--- config.mk ---
export PLATFORM = sky130hd
export DESIGN_NAME = load_store_unit
export DESIGN_NICKNAME = d
export VERILOG_FILES = /design/src/rtl/lsu_pkg.sv /design/src/rtl/byte_lane_align.sv /design/src/rtl/load_store_unit.sv
export SDC_FILE = /design/constraint.sdc
export NUM_CORES = 1
export LEC_CHECK = 0
export BUFFER_PORTS_ARGS = -buffer_cell sky130_fd_sc_hd__buf_4
export CAP_MARGIN = 30
export CORE_MARGIN = 3
export CORE_UTILIZATION = 51
export DETAILED_ROUTE_END_ITERATION = 10
export PLACE_DENSITY = 0.79
export SLEW_MARGIN = 40
export SYNTH_ARGS = -nofsm -noshare
export SYNTH_HDL_FRONTEND = slang
export SYNTH_SLANG_ARGS = --single-unit
--- constraint.sdc ---
create_clock -name clock -period 2.1 [get_ports clock]
set_input_delay 0.21 -clock clock [delete_from_list [all_inputs] [get_ports clock]]
set_output_delay 0.21 -clock clock [all_outputs]
set_load 0.03 [all_outputs]
--- src/rtl/lsu_pkg.sv ---
`default_nettype none
// ============================================================================
// Module      : lsu_pkg
// Description : Shared types and encodings for the load/store unit.
// Revision    : 1.0 - initial release
// ============================================================================
package lsu_pkg;

    // Controller states
    typedef enum logic [1:0] {
        IDLE  = 2'd0,
        READ  = 2'd1,
        WRITE = 2'd2,
        RESP  = 2'd3
    } lsu_state_t;

    // Access size encodings carried on req_size
    localparam logic [1:0] SIZE_BYTE = 2'd0;
    localparam logic [1:0] SIZE_HALF = 2'd1;
    localparam logic [1:0] SIZE_WORD = 2'd2;
    localparam logic [1:0] SIZE_RSVD = 2'd3;

    // Width of one byte lane in the data word
    localparam int LANE_WIDTH = 8;

endpackage
`default_nettype wire

--- src/rtl/byte_lane_align.sv ---
`default_nettype none
// ============================================================================
// Module      : byte_lane_align
// Description : Little-endian byte-lane extraction (loads) and lane merge
//               (read-modify-write stores) for a 32-bit memory word.
// Revision    : 1.0 - initial release
// ============================================================================
module byte_lane_align
    import lsu_pkg::*;
(
    input  logic [31:0] word,
    input  logic [1:0]  offset,
    input  logic [1:0]  size,
    input  logic        is_signed,
    input  logic [31:0] wdata,
    output logic [31:0] rdata,
    output logic [31:0] merged
);

    logic [4:0]  w_shift;
    logic [31:0] w_shifted;
    logic [31:0] w_mask;

    // Offset k selects bits [8k+7:8k]
    assign w_shift   = {offset, 3'b000};
    assign w_shifted = word >> w_shift;

    // Right-justify the addressed lane(s) and sign- or zero-extend
    always_comb begin
        rdata = word;
        case (size)
            SIZE_BYTE: rdata = {{(32-LANE_WIDTH){is_signed & w_shifted[LANE_WIDTH-1]}},
                                w_shifted[LANE_WIDTH-1:0]};
            SIZE_HALF: rdata = {{(32-2*LANE_WIDTH){is_signed & w_shifted[2*LANE_WIDTH-1]}},
                                w_shifted[2*LANE_WIDTH-1:0]};
            default:   rdata = word;
        endcase
    end

    // Replace only the addressed lane(s); full words pass the store data through
    always_comb begin
        w_mask = 32'hFFFF_FFFF;
        case (size)
            SIZE_BYTE: w_mask = 32'h0000_00FF << w_shift;
            SIZE_HALF: w_mask = 32'h0000_FFFF << w_shift;
            default:   w_mask = 32'hFFFF_FFFF;
        endcase
        merged = (word & ~w_mask) | ((wdata << w_shift) & w_mask);
    end

endmodule
`default_nettype wire

--- src/rtl/load_store_unit.sv ---
`default_nettype none
// ============================================================================
// Module      : load_store_unit
// Description : CPU-side initiator for a word-addressed data memory. Turns
//               byte/half/word loads and stores into aligned word accesses,
//               using read-modify-write for sub-word stores.
// Revision    : 1.0 - initial release
// ============================================================================
module load_store_unit
    import lsu_pkg::*;
#(
    parameter int ADDR_WIDTH = 32,
    parameter int MEM_BYTES  = 128
) (
    input  logic                  clock,
    input  logic                  reset,
    input  logic                  req_valid,
    output logic                  req_ready,
    input  logic                  req_write,
    input  logic [1:0]            req_size,
    input  logic                  req_signed,
    input  logic [ADDR_WIDTH-1:0] req_addr,
    input  logic [31:0]           req_wdata,
    output logic                  resp_valid,
    output logic [31:0]           resp_rdata,
    output logic                  resp_error,
    output logic [ADDR_WIDTH-1:0] mem_address,
    output logic                  mem_write_enable,
    output logic [31:0]           mem_write_data,
    input  logic [31:0]           mem_read_data
);

    localparam logic [ADDR_WIDTH-1:0] c_mem_limit = ADDR_WIDTH'(MEM_BYTES);

    lsu_state_t            r_state;
    lsu_state_t            w_next_state;

    logic                  r_write;
    logic [1:0]            r_size;
    logic                  r_signed;
    logic [ADDR_WIDTH-1:0] r_addr;
    logic [31:0]           r_wdata;
    logic [31:0]           r_word;
    logic                  r_error;

    logic                  w_accept;
    logic                  w_req_error;
    logic [ADDR_WIDTH-1:0] w_word_addr;
    logic [31:0]           w_extracted;
    logic [31:0]           w_merged;

    assign w_accept    = req_valid && req_ready;
    assign w_word_addr = {r_addr[ADDR_WIDTH-1:2], 2'b00};

    // Classify the incoming request; only meaningful on the accept edge
    always_comb begin
        w_req_error = 1'b0;
        if (req_size == SIZE_RSVD)                            w_req_error = 1'b1;
        if ((req_size == SIZE_HALF) && req_addr[0])           w_req_error = 1'b1;
        if ((req_size == SIZE_WORD) && (req_addr[1:0] != 2'b00)) w_req_error = 1'b1;
        if (req_addr >= c_mem_limit)                          w_req_error = 1'b1;
    end

    // Lane extraction and merge operate on the captured memory word
    byte_lane_align u_align (
        .word      (r_word),
        .offset    (r_addr[1:0]),
        .size      (r_size),
        .is_signed (r_signed),
        .wdata     (r_wdata),
        .rdata     (w_extracted),
        .merged    (w_merged)
    );

    // State register
    always_ff @(posedge clock) begin
        if (reset) r_state <= IDLE;
        else       r_state <= w_next_state;
    end

    // Request latch and read-word capture; the CPU may change req_* after accept
    always_ff @(posedge clock) begin
        if (reset) begin
            r_write  <= 1'b0;
            r_size   <= SIZE_BYTE;
            r_signed <= 1'b0;
            r_addr   <= '0;
            r_wdata  <= '0;
            r_word   <= '0;
            r_error  <= 1'b0;
        end else begin
            if (w_accept) begin
                r_write  <= req_write;
                r_size   <= req_size;
                r_signed <= req_signed;
                r_addr   <= req_addr;
                r_wdata  <= req_wdata;
                r_error  <= w_req_error;
            end
            if (r_state == READ) r_word <= mem_read_data;
        end
    end

    // Next-state: errors skip memory, word stores skip the read
    always_comb begin
        w_next_state = r_state;
        case (r_state)
            IDLE: begin
                if (w_accept) begin
                    if (w_req_error)                              w_next_state = RESP;
                    else if (req_write && (req_size == SIZE_WORD)) w_next_state = WRITE;
                    else                                          w_next_state = READ;
                end
            end
            READ:    w_next_state = r_write ? WRITE : RESP;
            WRITE:   w_next_state = RESP;
            RESP:    w_next_state = IDLE;
            default: w_next_state = IDLE;
        endcase
    end

    // Outputs decoded from state; reset forces the handshake and write enable low
    always_comb begin
        req_ready        = 1'b0;
        resp_valid       = 1'b0;
        resp_rdata       = '0;
        resp_error       = 1'b0;
        mem_address      = '0;
        mem_write_enable = 1'b0;
        mem_write_data   = '0;
        case (r_state)
            IDLE: req_ready = !reset;
            READ: mem_address = w_word_addr;
            WRITE: begin
                mem_address      = w_word_addr;
                mem_write_enable = !reset;
                mem_write_data   = w_merged;
            end
            RESP: begin
                resp_valid = !reset;
                resp_error = r_error;
                resp_rdata = (r_error || r_write) ? 32'h0 : w_extracted;
            end
            default: ;
        endcase
    end

endmodule
`default_nettype wire

==> metrics, run 1 <==
worst reg-to-reg path cell count 6; remaining global-route overflow 0; Yosys cell types 52; Port Buffer Count 200; crit path launch type flip-flop; maximum vdd ir drop 0.729 mV; gpl congestion 0.890; pwr dens 1050 mW/mm^2; Post-CTS Hold Fix Bufs 0; Max Clock Skew 5.18 ps; detailed-route via count 6161; synth warn 0; antenna diode count 0; final hold viol count 0; Placed Area 0.00773 mm^2; nature of the critical path endpoint output port; Area growth, synth to finish 41.6%; CP Depth 7; minimum clock period 2210 ps; ANT nets after route 0; Die Span X 116 um; DRC 0; Clk pwr share 19.8%; status complete, but fails checks; CTS sink count 103; Starting DRT DRC Count 548; ys async rst share 0%; critical path data required time 1890 ps; fraction of layout cells with a size suffix above 1 35.4%; hold depth 3; overall routing resource usage 27.7%; post-synthesis sequential area ratio 33.5%; Avg Cell Area, Syn 8.01 um^2; Critical Path Slowest Stage Cell or3b_4; NetSw 0.00375 W; leakage 3.62 nW; Slew Limit Fails 0; CP cell instances ha_4, or3b_4, nor2_4, o211ai_4, buf_12, a21oi_2, buf_6; first-pass GRT wire length 29200 um; synthesized area 0.00615 mm^2; Pre-antenna DRT Iters 7; Core ar. 0.0116 mm^2; Cells after DPL 1072; row cnt 39; Starting Density 52.9%; CP peak stage delay 400 ps; final instance area 0.00870 mm^2; MaxCap Viol Count 0; largest net degree at the start of global routing 63; Clk Tree Root Cell clkbuf_16; initial antenna violation count 0; post-route setup TNS -1930 ps; final WL 20500 um; Synth Register Bits 103; TritonCTS clock tree built; WL/cell 18.5 um; final setup violation count 30; internal power 0.00536 W; combinational share of power 48.4%; WP buf/inv 2; CTS clk-pin slew, worst paths 70 ps; Detail Placement HPWL 13600 um; HP Class in -> reg; vias in the first global route 5488; drt via density 5.57; Post-synth EDFFs 0; Flop pwr share 31.8%; H-tree depth 3; r2r setup slk 320 ps; failing checks negative setup slack; dominant synthesized flop cell dfxtp_1; Crit path max-delay family simple AND/OR/NAND/NOR gates; synthesized instance count 767; Sw Share 41.2%; RSZ-0062 raised after global routing true; CP Max Fanout 8; critical path arrival 2000 ps; fin crit share 105%; total die area 0.0134 mm^2; clock tree buffer depth 2; CP Class reg -> out; number of CTS-inserted buffers 9; Die Span Y 116 um; worst setup margin -107 ps; Fmax achieved 453 MHz; worst-skew pair later-pin latency 350 ps; Post-Layout Cell Count 1106; IO Pins 203; Nets 1066
[flip-flops by register name, indices dropped and copies added (netlist names)]
register	count
r_state	2
r_word	32
r_write	1
r_wdata	32
r_size	2
r_error	1
r_signed	1
r_addr	32
[metrics by stage]
| step | power (W) | worst slack, ps | hold slack, ps | utilization, % |
|---|---|---|---|---|
| after detailed placement | 0.00663 | 166 | 410 | 66.5 |
| final | 0.00910 | -107 | 41.0 | 74.9 |
| after global placement | 0.00658 | 238 | 406 | 66.5 |
| after floorplan | 0.00543 | 134 | 318 | - |
| after global routing | 0.00955 | -167 | 37.7 | 74.9 |
| after CTS | 0.00873 | -63.2 | 34.1 | 72.0 |
[power by group through the flow]
| stage | Combinational (W) | Clock (W) | Sequential [W] |
|---|---|---|---|
| finish | 0.00440 | 0.00180 | 0.00290 |
| global placement | 0.00372 | 0 | 0.00286 |
| CTS | 0.00406 | 0.00183 | 0.00284 |
| global route | 0.00471 | 0.00191 | 0.00293 |
| floorplan | 0.00277 | 0 | 0.00266 |
| detailed placement | 0.00377 | 0 | 0.00287 |
[routing by layer]
layer  track usage [%]  routed length [um]  share of wire (%)  up-vias
met1              36.7                8360                 41     2845
met2              43.6                9600                 47      288
li1                  -                   -                  -     2967
met5                 0                   0                  0        -
met4              7.58                 656                3.2        0
met3              9.14                1850                9.0       61
[cell families after synthesis]
| group | synth area share [%] |
|---|---|
| other | 0.0610 |
| buffers and inverters | 6.88 |
| muxes | 13.5 |
| adders and majority gates | 1.02 |
| DFF | 33.5 |
| AOI/OAI and AO/OA | 18.4 |
| and+or+nand+nor | 26.6 |
[cell usage in the layout (no fill, tap or decap), types with 8 or more instances in the layout]
cell type / instances
buf_6: 30
dfxtp_1: 98
buf_4: 201
nand2_1: 103
mux2i_1: 66
nand2b_1: 68
o21ai_1: 10
clkbuf_16: 9
a21oi_1: 9
nor2_1: 55
mux2_2: 11
o211a_1: 8
inv_1: 19
and2_1: 38
nor2b_1: 23
a21oi_4: 8
o21ai_0: 63
a21oi_2: 18
buf_12: 8
nand3_1: 8
a22oi_2: 8
[synth_stat cells (all sizes together) (5+ instances only)]
cell | instances | share of area (%)
nor2b | 25 | 2.6
dfxtp | 103 | 34
nor3b | 9 | 1.1
a21oi | 35 | 3.6
nand2 | 103 | 6.3
mux2 | 14 | 2.6
o211a | 8 | 1.3
o21ai | 76 | 6.2
buf | 39 | 4.1
a221o | 7 | 1.1
nand2b | 68 | 6.9
o211ai | 10 | 1.7
nor2 | 57 | 3.6
nand3 | 9 | 0.81
a21boi | 9 | 1.1
nor4 | 5 | 0.51
and2 | 39 | 4.0
inv | 20 | 1.2
ha | 5 | 1.0
a22oi | 9 | 1.2
mux2i | 67 | 11
clkbuf | 25 | 1.5
a2bb2oi | 7 | 1.0
[final cells by class]
class                      instances  area (um^2)
multi-input combinational        582         3970
fill                             860         2910
timing repair buffer             242         2080
sequential                       103         2080
clock buffer                      12          267
tap                              143          179
inverter                          20         75.1
clock inverter                     4         58.8
[what timing repair did]
| action | in CTS | in global routing |
|---|---|---|
| pin swaps | 8 | 9 |
| gates cloned | 3 | 0 |
| setup buffers | 13 | 7 |
| setup endpoints to repair | 43 | 82 |
| gates resized for setup | 40 | 60 |
[worst paths after layout]
path | from | to
min | req_wdata[17] | r_wdata[17]$_SDFFE_PP0P_
min reg2reg | r_addr[5]$_SDFFE_PP0P_ | r_addr[5]$_SDFFE_PP0P_
max reg2reg | r_state[1]$_SDFFE_PP0P_ | r_state[0]$_SDFFE_PP0P_
max | r_state[1]$_SDFFE_PP0P_ | resp_rdata[16]
[worst reg2reg max path: cells and delay by family (launching register included)]
| kind | cells | cell delay (ps) |
|---|---|---|
| buffers and inverters | 2 | 260 |
| adders and majority gates | 1 | 420 |
| DFF | 1 | 340 |
| AOI/OAI and AO/OA | 3 | 670 |
Note: power is estimated with default switching activity, not from simulation.
==> run 2, diff against run 1 <==
--- a/config.mk
+++ b/config.mk
@@ -8,10 +8,12 @@
 export BUFFER_PORTS_ARGS = -buffer_cell sky130_fd_sc_hd__buf_4
 export CAP_MARGIN = 30
 export CORE_MARGIN = 3
-export CORE_UTILIZATION = 51
+export CORE_UTILIZATION = 52
 export DETAILED_ROUTE_END_ITERATION = 10
-export PLACE_DENSITY = 0.79
+export PLACE_DENSITY = 0.81
+export RECOVER_POWER = 25
 export SLEW_MARGIN = 40
 export SYNTH_ARGS = -nofsm -noshare
 export SYNTH_HDL_FRONTEND = slang
+export SYNTH_HIERARCHICAL = 1
 export SYNTH_SLANG_ARGS = --single-unit
==> run 2 against run 1 <==
  * The run still ends with negative setup slack left
  * Die area is 0.19% higher
  * Via count is 5.7% higher
  * Hold slack better by 15 ps
  * Maximum frequency is 8.2% lower
  * Worst setup slack worse by 200 ps
  * Register-to-register slack worse by 110 ps
  * Cell area is 3.6% higher
  * Non-clock buffer count stayed put
  * Clock-buffer cell count is 1 lower
==> metrics, run 2 <==
status complete, but fails checks; failing checks negative setup slack; Port Buffer Count 200; critical path data required time 1890 ps; Starting DRT DRC Count 545; overall routing resource usage 28.7%; final instance area 0.00901 mm^2; dominant synthesized flop cell dfxtp_1; synth warn 6; CP Max Fanout 16; synthesized instance count 805; Sw Share 41.4%; CP Class reg -> out; ANT nets after route 0; first-pass GRT wire length 30600 um; nature of the critical path endpoint output port; remaining global-route overflow 0; Pre-antenna DRT Iters 5; NetSw 0.00387 W; most common cell after layout, fill and taps aside buf_4; DRC 0; compound-gate portion of the synthesized area 16.2%; CP cell instances buf_6, nor2b_2, o2bb2ai_1, mux2i_2, buf_12, o21ai_0, and2_1, buf_6; largest area contributor in the netlist dfxtp_1; Critical Path Slowest Stage Cell dfxtp_4; minimum clock period 2400 ps; total die area 0.0134 mm^2; Starting Density 54.1%; main combinational cell family by area after synthesis simple AND/OR/NAND/NOR gates; Die Span X 116 um; number of CTS-inserted buffers 9; top flop regs r_addr: 32 flops, r_wdata: 32 flops, r_word: 32 flops; MaxCap Viol Count 0; H-tree depth 3; Fmax achieved 416 MHz; largest net degree at the start of global routing 74; worst-skew pair later-pin latency 340 ps; count leader, synth nand2_1; Worst Hold Launch req_wdata[21]; CTS sink count 103; detailed-route via count 6515; drt via density 5.71; leakage 3.75 nW; Post-Synth XOR/XNOR Area 0%; clock tree buffer depth 2; Post-synth EDFFs 0; Cells after DPL 1114; Clk pwr share 19.6%; Post-Layout Cell Count 1140; TritonCTS clock tree built; Synth Register Bits 103; internal power 0.00548 W; vias in the first global route 5846; Nets 1101; R2R Path End r_addr[7]$_SDFFE_PP0P_; Area growth, synth to finish 43.6%; CTS clk-pin slew, worst paths 70 ps; Worst R2R Start r_state[0]$_SDFFE_PP0P_; Avg Cell Area, Syn 7.80 um^2; Synth Area in Simple Gates 29.9%; RSZ-0062 raised after global routing true; Max Clock Skew 4.98 ps; Clk Tree Root Cell clkbuf_16; initial antenna violation count 0; Post-CTS Hold Fix Bufs 0; r2r setup slk 210 ps; slew of the pin with the lowest slew margin 643 ps; top cells by area, synth dfxtp_1 (33%), and2_1 (9.6%), mux2i_1 (8.3%); antenna diode count 0; Slew Limit Fails 0; worst reg-to-reg path cell count 7; post-route setup TNS -9480 ps; Detail Placement HPWL 14400 um; Core ar. 0.0116 mm^2; synthesized area 0.00628 mm^2; pwr dens 1040 mW/mm^2; post-synthesis sequential area ratio 32.8%; adder-cell share of the synthesized area 0.996%; final hold viol count 0; CP Depth 8; Die Span Y 116 um; top cells by count, synth nand2_1 (135), dfxtp_1 (103), and2_1 (96), nand2b_1 (69), o21ai_0 (60); fraction of layout cells with a size suffix above 1 36.4%; final WL 21300 um; gpl congestion 0.970; Slew headroom 57.1%; crit path launch type flip-flop; Placed Area 0.00793 mm^2; CP peak stage delay 400 ps; total design power 0.00935 W; most frequent cells in the layout buf_4 (176), nand2_1 (126), dfxtp_1 (100); Synth top area share 32.8%; final setup violation count 56; Yosys cell types 44; Flop pwr share 31.1%; WL/cell 18.7 um; WHS Endpoint r_wdata[21]$_SDFFE_PP0P_; hold depth 3; fin crit share 114%; IO Pins 203; WP buf/inv 3; maximum vdd ir drop 0.562 mV; Crit path max-delay family buffers and inverters; ys async rst share 0%; critical path arrival 2190 ps; row cnt 39; Final Core Density 77.6%; most used cell, CP buf_6; worst setup margin -304 ps; mux cell area share after synthesis 13.7%; combinational share of power 49.3%; HP Class in -> reg
[run 2: cell types whose count changed after synthesis, sizes merged, moves of 9 or more]
cell and delta:
a211oi +9, nor2 -18, nor2b -10, mux2i -13, o211ai -10, mux2 +14
nand2 +32, a21oi -22, and2 +57, o31ai +13, o21ai +34, inv -13
[run 2: worst max path at each step]
stage / startpoint / to / slack (ps)
after floorplan: r_addr[0]$_SDFFE_PP0P_ / mem_write_data[16] / 210
after global placement: r_addr[0]$_SDFFE_PP0P_ / mem_write_data[25] / 40
after detailed placement: r_addr[0]$_SDFFE_PP0P_ / mem_write_data[25] / 40
after CTS: r_addr[0]$_SDFFE_PP0P_ / resp_rdata[26] / -190
after global routing: r_addr[0]$_SDFFE_PP0P_ / resp_rdata[23] / -350
final: r_addr[0]$_SDFFE_PP0P_ / resp_rdata[23] / -300
[run 2: logic make-up (layout without fill, tap and decap cells)]
logic type                 after synthesis  in the layout
muxes                                   82             82
DFF                                    103            103
other                                    1              2
and+or+nand+nor                        369            370
adders and majority gates                5              5
buffers and inverters                   74            264
AOI/OAI and AO/OA                      171            171
[run 2: repair_timing]
action,in CTS,in global routing
endpoints found under the setup margin,64,59
resized for setup,35,137
pin swaps,3,9
endpoints found under the hold margin,0,0
gates cloned,3,1
setup buffers,4,3
[run 2: cell type report]
class                   instances  area (um^2)
inverters                       7         38.8
flip-flops and latches        103         2070
repair buffers                242         2130
well taps                     143          179
fillers                       818         2600
clock inverters                 4         77.6
multi-input cells             630         4270
clock buffers                  11          243
[run 2: stage by stage]
stage	hold slack, ps	setup slack, ps
final	56.2	-304
after global routing	63.9	-355
after CTS	47.1	-186
after detailed placement	410	43.5
after global placement	404	37.5
after floorplan	318	209
[run 2: power groups by stage]
| stage | clock network (W) | registers [W] | logic, W |
|---|---|---|---|
| after floorplan | 0 | 0.00266 | 0.00269 |
| after global placement | 0 | 0.00287 | 0.00381 |
| after detailed placement | 0 | 0.00288 | 0.00385 |
| after CTS | 0.00185 | 0.00286 | 0.00407 |
| after global routing | 0.00192 | 0.00294 | 0.00492 |
| final | 0.00184 | 0.00291 | 0.00461 |
[run 2: worst min-delay path: cells and delay by family]
kind	cells	cell delay (ps)
simple gates	1	30
compound gates	1	50
buf+inv	1	70
[run 2: per-layer routing]
| metal | global-route usage [%] | share of wire [%] | vias to the layer above |
|---|---|---|---|
| met5 | 0 | 0 | - |
| met4 | 12.2 | 4.6 | 0 |
| met3 | 4.80 | 8.3 | 65 |
| met2 | 46.3 | 47 | 337 |
| met1 | 38.0 | 40 | 3039 |
| li1 | - | - | 3074 |
==> run 3, diff against run 2 <==
--- a/config.mk
+++ b/config.mk
@@ -9,7 +9,10 @@
 export CAP_MARGIN = 30
 export CORE_MARGIN = 3
 export CORE_UTILIZATION = 52
+export CTS_CLUSTER_DIAMETER = 200
 export DETAILED_ROUTE_END_ITERATION = 10
+export GPL_TIMING_DRIVEN = 0
+export HOLD_SLACK_MARGIN = 0.03
 export PLACE_DENSITY = 0.81
 export RECOVER_POWER = 25
 export SLEW_MARGIN = 40
==> run 3 against run 2 <==
  * The run still ends with negative setup slack left
  * Maximum frequency grew 1.7%
  * Sequential power grew 2%
  * Global-route usage grew 2.7 points
  * Combinational power grew 10%
  * Power grew 4.5%
  * Clock skew grew 5.9 ps
  * Largest power group unchanged
  * Highest routed layer unchanged
==> metrics, run 3 (same netlist as run 2, synthesis figures left out) <==
status complete, but fails checks; failing checks negative setup slack; # fillers 711; MaxCap Viol Count 0; total die area 0.0134 mm^2; multi-input logic area 0.00450 mm^2; CTS sink count 103; vias in the first global route 6265; worst reg-to-reg path cell count 7; Max Clock Skew 10.9 ps; CP Class reg -> out; Port Buffer Count 200; Worst Hold Launch req_wdata[7]; met3 GRT Util 7.78%; Critical Path Start r_addr[1]$_SDFFE_PP0P_; RSZ-0062 raised after global routing true; HP Class in -> reg; ANT nets after route 0; TritonCTS clock tree built; top flop regs r_addr: 32 flops, r_wdata: 32 flops, r_word: 32 flops; IO Pins 203; most used routing layer met2; worst-skew pair later-pin latency 360 ps; Core ar. 0.0116 mm^2; most frequent cells in the layout buf_4 (171), nand2_1 (127), dfxtp_1 (101); worst setup margin -264 ps; minimum clock period 2360 ps; H-tree depth 3; maximum vdd ir drop 0.674 mV; fraction of layout cells with a size suffix above 1 41.7%; Area growth, synth to finish 51.4%; gpl congestion 0.957; Slew headroom 58.3%; largest net degree at the start of global routing 18; met1 Use GR 39.8%; Critical Path Slowest Stage Cell buf_1; CP Max Fanout 10; met2 Use GR 51.7%; row cnt 39; number of CTS-inserted buffers 9; antenna diode count 0; final WL 24400 um; Die Span X 116 um; Post-CTS Hold Fix Bufs 0; Die Span Y 116 um; WP buf/inv 3; CTS clk-pin slew, worst paths 80 ps; initial antenna violation count 0; Detail Placement HPWL 15900 um; Crit path max-delay family buffers and inverters; drt via density 5.94; Starting DRT DRC Count 692; Fmax achieved 423 MHz; Worst R2R Start r_state[1]$_SDFFE_PP0P_; DRC 0; Clk Tree Root Cell clkbuf_16; first-pass GRT wire length 33100 um; overall routing resource usage 31.4%; Final Core Density 81.8%; WL/cell 20.5 um; most common cell after layout, fill and taps aside buf_4; Nets 1149; register area 0.00207 mm^2; detailed-route via count 7061; Pre-antenna DRT Iters 6; final instance area 0.00951 mm^2; hold depth 3; crit path launch type flip-flop; total design power 0.00978 W; final hold viol count 0; Placed Area 0.00796 mm^2; nature of the critical path endpoint output port; CP Depth 6; leakage 3.98 nW; clock tree buffer depth 2; Slew Limit Fails 0; CP cell instances buf_8, buf_1, o21ai_1, mux2_2, and2_4, buf_6; fin crit share 113%; CP peak stage delay 430 ps; slew of the pin with the lowest slew margin 625 ps; remaining global-route overflow 0; pwr dens 1030 mW/mm^2; final setup violation count 58; Starting Density 54.1%; critical path data required time 1890 ps; critical path arrival 2150 ps; post-route setup TNS -10030 ps
[run 3: changes by cell type in the layout (fill, tap and decap cells not counted), sizes merged]
cell      before  now
clkbuf        14   49
nor2          40   39
inv            7    9
clkinv         2    1
bufinv         2    1
clkinvlp       0    1
buf          238  252
bufbuf         1    0
[run 3: what timing repair did]
action                                  CTS  global route
endpoints found under the setup margin   66            74
pin swaps                                 4            14
cloned                                    3             1
buffers inserted                         12             9
gates resized for setup                 180           107
[run 3: area by class of cell]
cell class                      count  area share, %
Buffer                             66           5.28
Multi-Input combinational cell    629           47.3
Clock buffer                       10           2.41
Timing Repair Buffer              225           20.4
Inverter                            7          0.276
Clock inverter                      5          0.698
Sequential cell                   103           21.7
Tap cell                          143           1.88
[run 3: power by group]
| part | internal (W) | switching [W] | leakage, nW |
|---|---|---|---|
| combinational | 0.00222 | 0.00284 | 3.00 |
| clock | 0.000934 | 0.000796 | 0.141 |
| sequential | 0.00238 | 0.000599 | 0.844 |
[run 3: path summary, 6_finish.rpt]
check                                                 to  slack [ps]
worst max register to register  r_wdata[11]$_SDFFE_PP0P_          60
worst min-delay path             r_wdata[7]$_SDFFE_PP0P_          40
worst max-delay path                  mem_write_data[23]        -260
worst min register to register    r_addr[9]$_SDFFE_PP0P_         460
[run 3: through the flow]
step / hold slack (ps) / instances / setup slack [ps]
after floorplan: 318 / 806 / 209
after global placement: 405 / 1149 / -112
after detailed placement: 410 / 1149 / -116
after CTS: 41.4 / 1178 / -198
after global routing: 50.1 / 1188 / -297
final: 38.4 / 1188 / -264
[run 3: tightest hold or removal path, cell delays in order]
cell and delay, ps:
buf_4 80, nand2_1 30, o21ai_0 50
[run 3: metal layers]
metal  part of all wire (%)  wire length [um]
met5                      0                 0
met4                    6.5              1580
met3                    8.8              2140
met2                     47             11400
met1                     38              9260
